### config.mk
export PLATFORM = sky130hd
export DESIGN_NAME = vc_out_arbiter
export DESIGN_NICKNAME = d
export VERILOG_FILES = /design/src/rtl/ravenoc_pkg.sv /design/src/rtl/rr_arbiter.sv /design/src/rtl/vc_out_arbiter.sv
export SDC_FILE = /design/constraint.sdc
export NUM_CORES = 1
export LEC_CHECK = 0
export ABC_CLOCK_PERIOD_IN_PS = 3300
export CAP_MARGIN = 20
export CORE_UTILIZATION = 35
export DETAILED_ROUTE_END_ITERATION = 8
export PLACE_DENSITY = 0.84
export SKIP_CTS_REPAIR_TIMING = 1
export SLEW_MARGIN = 25
export SYNTH_ARGS = -nofsm -noshare
export SYNTH_HDL_FRONTEND = slang
export SYNTH_SLANG_ARGS = --single-unit
### constraint.sdc
create_clock -name clk -period 3.3 [get_ports clk]
set_input_delay 0.66 -clock clk [delete_from_list [all_inputs] [get_ports clk]]
set_output_delay 0.66 -clock clk [all_outputs]
set_load 0.01 [all_outputs]
### src/rtl/ravenoc_pkg.sv
// ravenoc_pkg: shared NoC flit layout, flit type enum and width helper
package ravenoc_pkg;
  localparam int FlitWidth = 34;
  localparam int PktWidth = 8;
  localparam int MinDataWidth = 22;
  localparam int TypeLsb = 32;
  localparam int PktLsb = 22;
  typedef enum logic [1:0] {HEAD_FLIT = 2'd0, BODY_FLIT = 2'd1, TAIL_FLIT = 2'd2} flit_t;
  function automatic int MinBitWidth(input int v);
    return (v > 1) ? $clog2(v) : 1;
  endfunction
endpackage

### src/rtl/rr_arbiter.sv
// rr_arbiter: round-robin pick of the first requester at or after ptr
module rr_arbiter
  import ravenoc_pkg::*;
#(
  parameter int N = 4,
  localparam int W = MinBitWidth(N)
) (
  input  logic [N-1:0] req,
  input  logic [W-1:0] ptr,
  output logic         gnt_any,
  output logic [W-1:0] gnt_idx
);
  always_comb begin
    gnt_any = 1'b0;
    gnt_idx = '0;
    for (int i = 0; i < N; i++) begin
      if (!gnt_any && req[(int'(ptr) + i) % N]) begin
        gnt_any = 1'b1;
        gnt_idx = W'((int'(ptr) + i) % N);
      end
    end
  end
endmodule

### src/rtl/vc_out_arbiter.sv
// vc_out_arbiter: wormhole round-robin merge of NUM_IN flit streams onto one registered link
module vc_out_arbiter
  import ravenoc_pkg::*;
#(
  parameter int NUM_IN = 4,
  parameter int FLIT_W = FlitWidth,
  localparam int W = MinBitWidth(NUM_IN)
) (
  input  logic                     clk,
  input  logic                     arst,
  input  logic [NUM_IN*FLIT_W-1:0] fdata_i,
  input  logic [NUM_IN-1:0]        valid_i,
  output logic [NUM_IN-1:0]        ready_o,
  output logic [FLIT_W-1:0]        fdata_o,
  output logic                     valid_o,
  input  logic                     ready_i,
  output logic [W-1:0]             owner_o,
  output logic                     error_o
);
  typedef enum logic {IDLE, LOCKED} state_t;
  state_t state, state_d;
  logic slot_free, win_any, xfer, proto_err;
  logic [W-1:0] win_idx, sel, rr_ptr;
  logic [NUM_IN-1:0] head_req;
  logic [FLIT_W-1:0] sel_flit;
  flit_t sel_type;
  assign slot_free = ~valid_o | ready_i;
  always_comb begin
    head_req = '0;
    for (int k = 0; k < NUM_IN; k++)
      head_req[k] = valid_i[k] && fdata_i[k*FLIT_W+TypeLsb +: 2] == HEAD_FLIT;
  end
  rr_arbiter #(.N(NUM_IN)) u_rr (
    .req    (head_req),
    .ptr    (rr_ptr),
    .gnt_any(win_any),
    .gnt_idx(win_idx)
  );
  // While locked only the owner is eligible; in IDLE the head-flit winner is
  assign sel = (state == LOCKED) ? owner_o : win_idx;
  assign sel_flit = fdata_i[int'(sel)*FLIT_W +: FLIT_W];
  assign sel_type = flit_t'(sel_flit[TypeLsb +: 2]);
  assign ready_o = ((state == LOCKED || win_any) && slot_free) ? NUM_IN'(1) << sel : '0;
  assign xfer = |(valid_i & ready_o);
  assign proto_err = (state == IDLE) ? |(valid_i & ~head_req) : xfer && sel_type == HEAD_FLIT;
  always_comb begin
    state_d = state;
    if (xfer)
      state_d = (state == IDLE) ? ((sel_flit[PktLsb +: PktWidth] != '0) ? LOCKED : IDLE)
                                : ((sel_type == TAIL_FLIT) ? IDLE : LOCKED);
  end
  always_ff @(posedge clk or posedge arst) begin
    if (arst) begin
      state   <= IDLE;
      rr_ptr  <= '0;
      owner_o <= '0;
      fdata_o <= '0;
      valid_o <= 1'b0;
      error_o <= 1'b0;
    end else begin
      state   <= state_d;
      error_o <= error_o | proto_err;
      if (xfer) begin
        fdata_o <= sel_flit;
        valid_o <= 1'b1;
      end else if (ready_i) begin
        valid_o <= 1'b0;
      end
      if (xfer && state == IDLE) begin
        owner_o <= win_idx;
        rr_ptr  <= (int'(win_idx) == NUM_IN - 1) ? '0 : win_idx + 1'b1;
      end
    end
  end
endmodule

After elaboration in Yosys (flattened, before gate mapping)
Index checks and enable logic that the tools add are counted.
{"block": "word_totals", "reg_bits": 41, "in_bits": 143, "word_cells": 83}
{"block": "classes", "n_addsub": 4, "mul": 1, "order_cmp": 4, "n_eq_ne": 2, "n_shift": 2, "n_mux": 28, "bitwise": 10, "n_reduce_logical": 26}
{"cell": "indexed part select 136 x 9 -> 34 bit", "count": 1}
{"cell": "2-to-1 mux 1 bit", "count": 17}
{"cell": "less-than comparator 3 x 4 -> 1 bit (second input constant)", "count": 3}
{"cell": "2-to-1 mux 2 bit", "count": 6}
{"cell": "logical AND 1 bit", "count": 10}
{"cell": "logical NOT 2 bit", "count": 5}
{"cell": "AND 4 bit", "count": 2}
{"cell": "binary-select mux 1 bit (select 2 bit)", "count": 4}
{"cell": "nonzero test 8 bit", "count": 1}
{"cell": "OR reduction 4 bit", "count": 2}
{"cell": "multiplier 2 x 5 -> 7 bit (second input constant)", "count": 1}
{"cell": "OR reduction 2 bit", "count": 3}
{"cell": "adder 2 x 1 -> 2 bit (second input constant)", "count": 2}
{"cell": "adder 2 bit (second input constant)", "count": 2}
{"cell": "2-to-1 mux 4 bit", "count": 1}
{"cell": "NOT 4 bit", "count": 1}
{"cell": "left shift 1 x 2 -> 4 bit (first input constant)", "count": 1}
{"cell": "AND 1 bit (first input constant)", "count": 3}
{"cell": "logical NOT 1 bit", "count": 3}
{"cell": "less-than comparator 2 x 3 -> 1 bit (second input constant)", "count": 1}
{"cell": "== test 2 x 1 -> 1 bit (second input constant)", "count": 1}
{"cell": "== test 2 bit (second input constant)", "count": 1}
{"cell": "NOT 1 bit", "count": 2}
{"cell": "bitwise OR 1 bit", "count": 2}
{"cell": "other kinds (2)", "count": 2}

Longest topological paths before layout
{"block": "logic_depth", "depth_word": 22, "ltp_mapped": 11}

Modules after synthesis
From an unflattened synthesis, not the netlist that was laid out.
{"block": "unflattened", "hier_cells": 183, "hier_area_um2": 2688.8}
{"mod": "vc_out_arbiter", "n_inst": 1, "cells_per_inst": 168, "area_each_um2": 2611.3, "seq_area_each_um2": 1026.0}
{"mod": "rr_arbiter", "n_inst": 1, "cells_per_inst": 15, "area_each_um2": 77.6, "seq_area_each_um2": 0.0}

Worst setup path after synthesis
Ideal clock, no wire load.
{"block": "synth_timing", "kind": "input-to-output", "start": "input fdata_i[100]", "end": "output ready_o[2]", "arrival_time_ns": 2.570, "required_ns": 2.640, "slack_ns": 0.070, "cell_stages": 8, "path_buffers": 3, "cell_sequence": "or3b_1 -> a311oi_1 -> o311ai_2 -> buf_4 -> buf_2 -> clkbuf_1 -> or2_2 -> nor2_1"}
{"block": "synth_between", "elab_chain_cells": 17, "word_cells_on_any_way": 32}
{"item": "start: declaration", "line_no": "vc_out_arbiter.sv:11", "rtl": "input logic [NUM_IN*FLIT_W-1:0] fdata_i,"}
{"item": "logical NOT 2 bit *", "line_no": "vc_out_arbiter.sv:31", "rtl": "head_req[k] = valid_i[k] && fdata_i[k*FLIT_W+TypeLsb +: 2] == HEAD_FLIT;"}
{"item": "logical AND 1 bit *", "line_no": "vc_out_arbiter.sv:31"}
{"item": "binary-select mux 1 bit (select 2 bit)", "line_no": "rr_arbiter.sv:17", "rtl": "if (!gnt_any && req[(int'(ptr) + i) % N]) begin"}
{"item": "2-to-1 mux 1 bit (not written as such)", "line_no": "rr_arbiter.sv:17"}
{"item": "2-to-1 mux 1 bit", "line_no": "rr_arbiter.sv:17"}
{"item": "logical NOT 1 bit", "line_no": "rr_arbiter.sv:17"}
{"item": "logical AND 1 bit", "line_no": "rr_arbiter.sv:17"}
{"item": "2-to-1 mux 1 bit", "line_no": "rr_arbiter.sv:17"}
{"item": "logical NOT 1 bit", "line_no": "rr_arbiter.sv:17"}
{"item": "logical AND 1 bit", "line_no": "rr_arbiter.sv:17"}
{"item": "2-to-1 mux 1 bit", "line_no": "rr_arbiter.sv:17"}
{"item": "logical NOT 1 bit", "line_no": "rr_arbiter.sv:17"}
{"item": "logical AND 1 bit", "line_no": "rr_arbiter.sv:17"}
{"item": "2-to-1 mux 2 bit / 2-to-1 mux 1 bit (equally long branches)", "line_no": "rr_arbiter.sv:17"}
{"item": "2-to-1 mux 2 bit / logical OR 1 bit (equally long branches)", "line_no": "vc_out_arbiter.sv:40, vc_out_arbiter.sv:43"}
{"item": "left shift 1 x 2 -> 4 bit / logical AND 1 bit (equally long branches)", "line_no": "vc_out_arbiter.sv:43", "rtl": "assign ready_o = ((state == LOCKED || win_any) && slot_free) ? NUM_IN'(1) << sel : '0;"}
{"item": "2-to-1 mux 4 bit *", "line_no": "vc_out_arbiter.sv:43"}
{"item": "end: declaration", "line_no": "vc_out_arbiter.sv:13", "rtl": "output logic [NUM_IN-1:0] ready_o,"}
Every way passes the cells marked *; elsewhere a longest branch is shown, timed or not. The select of a mux whose other input is x is not followed.

Worst setup path after layout
{"block": "layout_timing", "start": "input fdata_i[100]", "end": "register fdata_o[25]"}
{"block": "layout_between", "elab_chain_cells": 19, "word_cells_on_any_way": 36}
{"item": "logical NOT 2 bit *", "line_no": "vc_out_arbiter.sv:31"}
{"item": "logical AND 1 bit *", "line_no": "vc_out_arbiter.sv:31"}
{"item": "branches (longest 17 deep; another with binary-select mux 1 bit (select 2 bit))"}
{"item": "end signal: assignment", "line_no": "vc_out_arbiter.sv:64", "rtl": "fdata_o <= sel_flit;"}
{"item": "end: declaration", "line_no": "vc_out_arbiter.sv:14", "rtl": "output logic [FLIT_W-1:0] fdata_o,"}
Every way passes the cells marked *. The select of a mux whose other input is x is not followed.
A chain may end at the register's enable or synchronous reset.

==> reports/metrics.yaml <==
cap_viol_max_count: 0
drive_above_1_share: 0.213
drc: 0
io_buffers: 184
postRouteAntennaNets: 0
vias_per_cell: 5.27
synthTopCellsByArea: "dfrtp_1, mux2i_1, mux2_4, mux2_2, nand2_1"
worstMarginPinSlew_ns: 0.838
fin_skew_ns: 0.00526
synthArstFlopShare: 1.00
grt_max_degree: 43
hold_viol: 0
synthDominantCellAreaShare: 0.335
track_usage: 0.216
p_int_mw: 2.99
place.detailed.hpwl_um: 7920
cts_tree: "built"
p_seq_frac: 0.200
seq_area_frac_synth: 0.335
reg2reg_to: "state"
holdPathStages: 1
gp_congestion: 0.958
hp-start: "error_o"
start_kind: "input pin"
synthCells: 324
die_w_um: 95.5
root_buffer: "clkbuf_8"
via_count: 3375
h-tree-depth: 2
io-pin-count: 185
busiest_layer: "met2"
syn_avg_cell_area_um2: 9.45
grt_use_met3: 0.0526
power_density_mw_per_mm2: 851
critPathCaptureType: "flip-flop"
totalWireLength_um: 10700
grt_pass1_vias: 3290
finalSetupViolCount: 0
reg2reg_depth: 11
start_util: 0.367
dp_slack_ns: -0.394
switching_share: 0.375
worst_ep_arrival_time_ns: 3.43
p_clk_frac: 0.099
grt_antenna_before_repair: 0
ys_ff_latch: 41
row_count: 33
regToRegSetupSlack_ns: 0.40
synth-main-ff-cell: "dfrtp_1"
n_fill_cell: 664
clock_latency_ns: 0.28
status: "finished, final reports clean"
yosysWarnings: 0
pwr-share-comb: 0.701
r2r_start: "rr_ptr[0]"
diodes: 0
cp_max_fo: 12
cp.required_ns: 3.47
met2_usage: 0.408
grt_pass1_wl_um: 15300
synth_area_leader_cell: "dfrtp_1"
grt.overflow.total: 0
cts.sinks: 41
min_to: "error_o"
ir_worst_vdd_v: 0.000471
relSlewSlack: 0.440
syn-num-nets: 467
wl_per_cell_um: 16.7
fin_crit_sh: 0.987
dieArea_mm2: 0.00912
mostFrequentLayoutCell: "clkdlybuf4s50_1"
synth-edff-count: 0
power_leakage_nw: 2.46
synthesis.area_mm2: 0.00306
die_h_um: 95.5
setup_slack_ns: 0.0414
slew_viol_final: 0
total_power_mw: 4.79
p_switching_mw: 1.79
cts_max_path_buffers: 2
final_cell_mix: "clkdlybuf4s50_1, nand2_1, dfrtp_1, buf_4, mux2i_1"
cts_buffers: 5
core_area_mm2: 0.00834
area_delta_synth_final_pct: 83.8
use_met1: 0.247
min_path_type: "reg2reg"
min_period_ns: 3.26
dr.first_iter.drc_count: 82
timing.fmax_mhz: 307
post_synth_num_cell_types: 43
clkTransAtPathRegs_ns: 0.08
path_class: "in2reg"
first_pass_iters: 4
nNetsFinal: 678
critical path: stages:
cell and delay, ns:
clkdlybuf4s50_1 0.44, or3b_4 0.45, o22a_1 0.21, o22a_2 0.25
a22o_4 0.28, mux2i_1 0.18, a211oi_4 0.27, buf_4 0.17
buf_6 0.16, mux2_2 0.36
metrics by stage:
stage / setup TNS [ns] / hold slack (ns) / instances / cell area (µm²) / utilization
floorplan: 0 / 0.505 / 324 / 3060 / -
CTS: -1.80 / 0.508 / 631 / 5360 / 0.642
finish: 0 / 0.497 / 641 / 5620 / 0.674
global route: -0.0142 / 0.531 / 641 / 5620 / 0.674
global placement: -10.01 / 0.453 / 623 / 5220 / 0.626
detailed placement: -13.29 / 0.489 / 623 / 5220 / 0.626
power by group through the flow:
stage	sequential (mW)	clock, mW	combinational (mW)
floorplan	1.00	0	1.78
CTS	0.943	0.485	3.05
finish	0.956	0.474	3.36
detailed placement	0.948	0	3.03
global route	0.994	0.505	3.59
global placement	0.933	0	2.97
synth_stat cells (4+ instances only):
cell type	n
mux2_2	18
dfrtp_1	41
a31oi_1	24
a211oi_1	26
mux2_4	18
mux2i_1	28
nor2_1	9
buf_2	7
nand2_1	54
inv_1	5
buf_6	4
and2_1	24
o21ai_0	6
a21oi_1	6
clkbuf_1	12
layer usage:
metal  wire length [µm]  up-vias
li1                   -     1598
met1               4190     1626
met2               5590      139
met3                780       12
met4                136        0
met5                  0        -
cells by family (layout without fill, tap and decap cells):
family	Yosys count	count (layout)	synth area share
buffers and inverters	33	245	0.0556
xor gates and xnor gates	1	1	0.00286
AOI/OAI and AO/OA	79	79	0.183
and+or+nand+nor	105	105	0.170
muxes	65	65	0.253
DFF	41	41	0.335
cell type report:
type / count / area [µm²] / share of cell area
tap: 105 / 131 / 0.0234
clock buffer: 5 / 68.8 / 0.0122
timing repair buffer: 232 / 2310 / 0.411
multi-input combinational: 250 / 2000 / 0.356
sequential: 41 / 1030 / 0.182
clock inverter: 3 / 65.1 / 0.0116
inverter: 5 / 18.8 / 0.00334
how the worst max path moves through the flow:
| stage | cells after the start | start | slack, ns | endpoint |
|---|---|---|---|---|
| final | 10 | fdata_i[100] | 0.04 | fdata_o[25] |
| after floorplan | 8 | fdata_i[100] | 0.07 | ready_o[2] |
| after global placement | 8 | valid_i[2] | -0.33 | ready_o[3] |
| after global routing | 9 | valid_i[3] | -0.01 | ready_o[2] |
| after detailed placement | 8 | valid_i[2] | -0.39 | ready_o[3] |
| after CTS | 8 | valid_i[2] | -0.40 | ready_o[3] |
flip-flops by register name, summed over array words and instances, names as in the netlist:
signal / flops
valid_o: 1
error_o: 1
rr_ptr: 2
state: 1
fdata_o: 34
owner_o: 2
Power figures use the tool's default switching activity.
